===== src/rtl/par2ser_pkg.sv =====
`default_nettype none
// ============================================================================
// Module      : par2ser_pkg
// Description : Shared types and constants for the parallel-to-serial
//               transmitter: FSM state encoding, default word width and a
//               frame-length helper.
// Options     : PAR2SER_PARITY_EN - append one even-parity bit to each frame.
// Revision    : 1.0 - initial release
// ============================================================================
package par2ser_pkg;

  typedef enum logic [1:0] {
    IDLE   = 2'd0,
    SHIFT  = 2'd1,
    PARITY = 2'd2
  } par2ser_state_t;

  localparam int PAR2SER_WIDTH_DEF = 8;

  // Number of serial bits emitted per accepted word.
  function automatic int frame_len(input int width);
`ifdef PAR2SER_PARITY_EN
    return width + 1;
`else
    return width;
`endif
  endfunction

endpackage
`default_nettype wire


===== src/rtl/par2ser_hold_reg.sv =====
`default_nettype none
// ============================================================================
// Module      : par2ser_hold_reg
// Description : One-word holding register in front of the shifter. Accepts a
//               word over valid/ready whenever it is empty and releases it
//               when the shifter loads it.
// Ports       : clk, rst        - clock, synchronous active-high reset
//               din, din_valid  - upstream word and qualifier
//               load            - shifter consumes the held word this cycle
//               hold, hold_valid- held word and its full flag
//               din_ready       - register empty, may accept a word
// Revision    : 1.0 - initial release
// ============================================================================
module par2ser_hold_reg
  import par2ser_pkg::*;
#(
  parameter int WIDTH = PAR2SER_WIDTH_DEF
) (
  input  logic             clk,
  input  logic             rst,
  input  logic [WIDTH-1:0] din,
  input  logic             din_valid,
  input  logic             load,
  output logic [WIDTH-1:0] hold,
  output logic             hold_valid,
  output logic             din_ready
);

  logic [WIDTH-1:0] hold_q, hold_d;
  logic             hold_valid_q, hold_valid_d;
  logic             accept;

  // Ready only when empty, so a load (needs full) and an accept (needs
  // empty) can never coincide; a drained register refills one edge later.
  assign accept = din_valid & ~hold_valid_q;

  always_comb begin
    hold_d       = hold_q;
    hold_valid_d = hold_valid_q;
    if (load) begin
      hold_valid_d = 1'b0;
    end
    if (accept) begin
      hold_d       = din;
      hold_valid_d = 1'b1;
    end
  end

  always_ff @(posedge clk) begin
    if (rst) begin
      hold_q       <= '0;
      hold_valid_q <= 1'b0;
    end else begin
      hold_q       <= hold_d;
      hold_valid_q <= hold_valid_d;
    end
  end

  assign hold       = hold_q;
  assign hold_valid = hold_valid_q;
  assign din_ready  = ~hold_valid_q;

endmodule
`default_nettype wire


===== src/rtl/par2ser_tx.sv =====
`default_nettype none
// ============================================================================
// Module      : par2ser_tx
// Description : Parallel-to-serial transmitter. Words taken over valid/ready
//               are sent MSB first, one bit per clock; a holding register
//               lets consecutive frames run without idle cycles.
// Options     : PAR2SER_PARITY_EN - append the even parity of each word as
//               an extra frame bit (frame length WIDTH+1).
// Ports       : clk, rst            - clock, synchronous active-high reset
//               din, din_valid      - parallel word input
//               din_ready           - a word may be accepted this cycle
//               bit_out, bit_valid  - serial stream (bit_out=0 when idle)
//               word_done           - high on the last bit of each frame
//               busy                - frame in flight or word held
// Revision    : 1.0 - initial release
// ============================================================================
module par2ser_tx
  import par2ser_pkg::*;
#(
  parameter int WIDTH = PAR2SER_WIDTH_DEF
) (
  input  logic             clk,
  input  logic             rst,
  input  logic [WIDTH-1:0] din,
  input  logic             din_valid,
  output logic             din_ready,
  output logic             bit_out,
  output logic             bit_valid,
  output logic             word_done,
  output logic             busy
);

  localparam int               CNT_W    = $clog2(WIDTH);
  localparam logic [CNT_W-1:0] CNT_LAST = CNT_W'(WIDTH - 1);

  par2ser_state_t   state_q, state_d;
  logic [WIDTH-1:0] shreg_q, shreg_d;
  logic [CNT_W-1:0] cnt_q, cnt_d;
  logic [WIDTH-1:0] hold;
  logic             hold_valid;
  logic             load;
  logic             last_bit;
`ifdef PAR2SER_PARITY_EN
  logic             parity_q, parity_d;
`endif

  par2ser_hold_reg #(
    .WIDTH (WIDTH)
  ) u_hold (
    .clk        (clk),
    .rst        (rst),
    .din        (din),
    .din_valid  (din_valid),
    .load       (load),
    .hold       (hold),
    .hold_valid (hold_valid),
    .din_ready  (din_ready)
  );

  assign last_bit = (cnt_q == CNT_LAST);

  always_comb begin
    state_d = state_q;
    shreg_d = shreg_q;
    cnt_d   = cnt_q;
    load    = 1'b0;
`ifdef PAR2SER_PARITY_EN
    parity_d = parity_q;
`endif
    case (state_q)
      IDLE: begin
        load = hold_valid;
      end
      SHIFT: begin
        shreg_d = {shreg_q[WIDTH-2:0], 1'b0};
        cnt_d   = cnt_q + CNT_W'(1);
        if (last_bit) begin
`ifdef PAR2SER_PARITY_EN
          state_d = PARITY;
          cnt_d   = '0;
`else
          load    = hold_valid;
          state_d = IDLE;
          cnt_d   = '0;
`endif
        end
      end
`ifdef PAR2SER_PARITY_EN
      PARITY: begin
        load    = hold_valid;
        state_d = IDLE;
      end
`endif
      default: begin
        state_d = IDLE;
      end
    endcase

    // Any frame boundary with a word waiting starts the next frame directly,
    // which overrides the fall-back to IDLE chosen above.
    if (load) begin
      state_d = SHIFT;
      shreg_d = hold;
      cnt_d   = '0;
`ifdef PAR2SER_PARITY_EN
      parity_d = ^hold;
`endif
    end
  end

  always_ff @(posedge clk) begin
    if (rst) begin
      state_q <= IDLE;
      shreg_q <= '0;
      cnt_q   <= '0;
`ifdef PAR2SER_PARITY_EN
      parity_q <= 1'b0;
`endif
    end else begin
      state_q <= state_d;
      shreg_q <= shreg_d;
      cnt_q   <= cnt_d;
`ifdef PAR2SER_PARITY_EN
      parity_q <= parity_d;
`endif
    end
  end

  // Outputs decode registered state only.
  assign bit_valid = (state_q != IDLE);
  assign busy      = (state_q != IDLE) | hold_valid;
`ifdef PAR2SER_PARITY_EN
  assign bit_out   = (state_q == SHIFT)  ? shreg_q[WIDTH-1] :
                     (state_q == PARITY) ? parity_q : 1'b0;
  assign word_done = (state_q == PARITY);
`else
  assign bit_out   = (state_q == SHIFT) & shreg_q[WIDTH-1];
  assign word_done = (state_q == SHIFT) & last_bit;
`endif

endmodule
`default_nettype wire

===== config.mk =====
export PLATFORM = sky130hd
export DESIGN_NAME = par2ser_tx
export DESIGN_NICKNAME = d
export VERILOG_FILES = /design/src/rtl/par2ser_pkg.sv /design/src/rtl/par2ser_hold_reg.sv /design/src/rtl/par2ser_tx.sv
export SDC_FILE = /design/constraint.sdc
export NUM_CORES = 1
export LEC_CHECK = 0
export ABC_AREA = 1
export CELL_PAD_IN_SITES_DETAIL_PLACEMENT = 0
export CELL_PAD_IN_SITES_GLOBAL_PLACEMENT = 1
export CORE_UTILIZATION = 25
export DETAILED_ROUTE_END_ITERATION = 8
export GPL_ROUTABILITY_DRIVEN = 0
export GPL_TIMING_DRIVEN = 0
export PLACE_DENSITY_LB_ADDON = 0.1
export SYNTH_ARGS = -nofsm -noshare
export SYNTH_HDL_FRONTEND = slang
export SYNTH_HIERARCHICAL = 1
export SYNTH_SLANG_ARGS = --single-unit

===== constraint.sdc =====
create_clock -name clk -period 1.75 [get_ports clk]
set_input_delay 0.2625 -clock clk [delete_from_list [all_inputs] [get_ports clk]]
set_output_delay 0.2625 -clock clk [all_outputs]
set_load 0.02 [all_outputs]

# Word level (Yosys, flattened, before mapping)
# Index checks and enable logic that the tools add are counted.
# Widths: inputs -> output; s select.
# classes
n_addsub	1
n_eq_ne	5
muxes	10
bitwise	6
reduce_logical	7
# op_table
op	count
$mux 8	2
$reduce_bool 2->1	3
$mux 1	4
$ne 2x2->1 const B	2
$pmux 2 s2	1
$reduce_and 2->1	2
$add 3x1->3 const B	1
$and 1x1->1	3
$eq 3x3->1 const B	1
$mux 3	1
$ne 3x3->1 const B	1
$eq 2x1->1 const B	1
$logic_not 2->1	1
$mux 2	1
$not 1->1	2
$pmux 1 s2	1
$reduce_or 2->1	1
$or 1x1->1	1
# totals
register_bits	22
inputBits	11
elab_cells	35

# Depth between registers and ports, before layout
# depth
word_depth	5
mapped_depth	9

# Modules after synthesis
# Netlist, hierarchy kept.
# modules_own_cells
module	instances	cells_per_inst	area_per_inst_um2
par2ser_tx	1	92	661.9
par2ser_hold_reg	1	58	392.9

# Worst setup path before layout
# Ideal clock, no wire load.
# synth_timing
path_kind	reg2reg
start	reg cnt_q[0]
end	reg shreg_q[4]
t_arrival_ns	1.211
slack_ns	0.425
stages_incl_launch_ff	10
n_path_buf	1
synth_period_minus_slack_ns	1.325
path_cell_list	dfxtp_1 > ha_1 > ha_1 > inv_1 > nand2_4 > buf_6 > nand3_1 > nand2_1 > nor2_1 > nor2_1
# synth_via
elab_chain_cells	4
word_cells_on_any_way	5
cone_classes	eq/ne: 1; mux: 3; reduce/logical: 1
# synth_rtl
item	line_no	rtl
start, declared	par2ser_tx.sv:38	logic [CNT_W-1:0] cnt_q, cnt_d;
start signal, assigned	par2ser_tx.sv:122	cnt_q <= cnt_d;
$eq 3x3->1 (*)	par2ser_tx.sv:60	assign last_bit = (cnt_q == CNT_LAST);
$mux 1 (*)	par2ser_tx.sv:77	if (last_bit) begin
$pmux 1 s2 (*)	par2ser_tx.sv:70	case (state_q)
$mux 8 / $reduce_bool 2->1 (equally long branches)	-	
end signal, assigned	par2ser_tx.sv:121	shreg_q <= shreg_d;
end, declared	par2ser_tx.sv:37	logic [WIDTH-1:0] shreg_q, shreg_d;
# Mark *: on every way between the ends. The rest lies on a longest branch, timed or not.
# A chain may end at the register's enable or synchronous reset.

# Worst setup path after layout
# layout_timing
start	reg u_hold.hold_valid_q (netlist: u_hold/hold_valid)
end	out din_ready
# layout_via
elab_chain_cells	1
# layout_rtl
item	line_no	rtl
start, declared	par2ser_hold_reg.sv:30	logic hold_valid_q, hold_valid_d;
start signal, assigned	par2ser_hold_reg.sv:55	hold_valid_q <= hold_valid_d;
$not 1->1	par2ser_hold_reg.sv:61	assign din_ready = ~hold_valid_q;
end, declared	par2ser_tx.sv:26	output logic din_ready,
# Every way passes these cells.

==> flow_metrics.tcl <==
set metrics [dict create \
    status "complete, no violations" \
    fp.dieArea_um2 4483 \
    vdd_drop_max_mv 0.2499 \
    drt_iter0_markers 36 \
    instances_no_fill 218 \
    slew_violations 0 \
    rows 23 \
    layout_common_cells "nor2_1 (34), nand2_1 (24), inv_1 (21)" \
    p_seq_share_pct 49.4 \
    cellPowerDensity_nw_per_um2 853.0 \
    startpoint "u_hold/hold_valid" \
    switchingPower_uw 322.9 \
    fin_crit_sh_pct 96.04 \
    ys_types 16 \
    drtPass1Iterations 4 \
    nets 182 \
    routed_via_density 4.096 \
    final_common_cell "nor2_1" \
    fin_hold_ws_ps 272.6 \
    ys.warnings.count 6 \
    rsz0062_at_grt "false" \
    dieHeight_um 66.96 \
    vias 893 \
    drcViolationCount 0 \
    crit_fanout 10 \
    cts_tree "done" \
    crit_family "buffers and inverters" \
    dpl.hpwl_um 1553 \
    cp_cell_sequence "inv_2, clkdlybuf4s50_1" \
    cts_buffers 3 \
    cts.path.max_buffers 2 \
    diodes 0 \
    die_w_um 66.96 \
    cp.depth 2 \
    switching_share_pct 28.92 \
    hold_viol 0 \
    avgSynthCellArea_um2 7.032 \
    timing.fmax_mhz 595.0 \
    worstSetupPathType "reg2out" \
    pwr-share-clk_pct 28.3 \
    ys_ff_latch 21 \
    overflow 0 \
    final_layout_size_suffix_gt1_share_pct 13.69 \
    post-place-cells 214 \
    rrSetupSlack_ps 320 \
    io_pins 16 \
    drt-total-wl_um 2034 \
    ant_nets 0 \
    area_growth_pct 24.08 \
    clkLatencyLatePin_ps 260 \
    arrival_ps 1420 \
    netlist_instances 150 \
    grt_pass1_vias 893 \
    multi_input_area_um2 488.0 \
    clock_sinks 21 \
    critical-path-max-stage-delay_ps 630 \
    port_buffers 14 \
    globalRouteTotalUtil_pct 11.63 \
    crit_path_top_delay_cell "clkdlybuf4s50_1" \
    share_comb_of_total_power_pct 22.3 \
    initial_core_util_pct 26.18 \
    min_from "din_valid" \
    grt_antenna_before_repair 0 \
    layout_min_cycle_time_ps 1681 \
    clkTransAtPathRegs_ps 70 \
    regArea_um2 427.9 \
    endpoint_kind "output pin" \
    r2r_end "shreg_q[4]" \
    cp_num_buf_inv 2 \
    cellLeakagePower_nw 0.5883 \
    start_kind "register" \
    htree_levels 1 \
    reg2regPathDepth 9 \
    endpoint "din_ready" \
    grt_max_degree 12 \
    core_area_um2 4029 \
    yosysSeqAreaShare_pct 39.86 \
    wl_per_cell_um 9.330 \
    setup_viol 0 \
    worst_pin_slew_ps 243.2 \
    syn_area_um2 1055 \
    p_int_uw 793.4 \
    worst_slew_margin_rel_pct 83.68 \
    syn_nets 163 \
    maxCapViolations 0 \
    finClkSkew_ps 1.133 \
    grt_pass1_wl_um 3926 \
    ctsRootBufferMaster "clkbuf_8" \
    required_ps 1490 \
    hold_class "in2reg" \
    r2r-start "cnt_q[0]" \
    nFillCells 458 \
]
cells by family after synthesis:
group	after synthesis	synth area share [%]
adder cells (fa/ha/maj)	2	2.372
flip-flops	21	39.86
buffers and inverters	29	13.88
AO/OA/AOI/OAI	21	12.46
AND/OR/NAND/NOR	77	31.44
synth_stat cells:
master	count	area share, %
inv_2	3	1.1
buf_4	1	0.71
dfxtp_1	21	40
buf_12	1	1.9
ha_1	2	2.4
o21ai_1	8	3.8
nand2_4	2	2.1
nor2_4	1	1.1
nand2_1	24	8.5
inv_4	1	0.59
inv_1	21	7.5
a21oi_2	7	5.8
nor2_1	34	12
buf_6	2	2.1
a21oi_1	6	2.8
nand3_1	16	7.6
final cells by class:
class	instances	area share, %
Buffer	4	3.824
Clock buffer	4	3.442
Inverter	25	7.361
Multi-Input combinational cell	100	37.28
Sequential cell	21	32.70
Tap cell	50	4.780
Timing Repair Buffer	14	10.61
timing repair:
action / CTS / global route
endpoints found under the setup margin: 4 / 1
hold buffers: 0 / 0
buffers inserted: 0 / 0
gates resized for setup: 6 / 1
power groups by stage:
stage	Clock (mW)	Combinational (mW)	Sequential [mW]
floorplan	0	0.183	0.558
detailed placement	0	0.255	0.564
finish	0.316	0.249	0.552
global placement	0	0.253	0.563
CTS	0.335	0.253	0.552
global route	0.356	0.289	0.560
registers in the layout (all words and copies together), names as in the netlist:
register and flops:
shreg_q 8, u_hold/hold 8, cnt_q 3, state_q 1, u_hold/hold_valid 1
worst min path at each step:
stage                                   end  slack [ps]  cells past startpoint
final                     u_hold/hold_valid         270                      3
after global routing      u_hold/hold_valid         280                      3
after CTS                 u_hold/hold_valid         260                      3
after detailed placement         shreg_q[0]         460                      2
after global placement           shreg_q[0]         450                      2
after floorplan                  shreg_q[0]         330                      1
routing by layer:
layer	GRT usage, %	routed length (um)	vias to the layer above
met3	2.568	78	2
met2	20.08	906	22
met1	13.98	1030	371
met4	3.989	19	0
li1	-	-	498
met5	0	0	-
per-stage QoR:
| stage | util, % | area (um2) | setup TNS, ps | power [mW] | setup slack (ps) |
|---|---|---|---|---|---|
| global placement | 31.21 | 1257 | -48.81 | 0.8150 | -48.81 |
| global route | 32.48 | 1309 | 0 | 1.205 | 8.636 |
| floorplan | - | 1055 | 0 | 0.7411 | 424.8 |
| detailed placement | 31.21 | 1257 | -46.02 | 0.8181 | -46.02 |
| finish | 32.48 | 1309 | 0 | 1.116 | 69.36 |
| CTS | 32.45 | 1308 | 0 | 1.140 | 45.86 |
worst min-delay path, cell delays in order:
cell     delay [ps]
buf_6           120
nand2_1          60
a21oi_1          50
(Power assumes the default switching activity.)
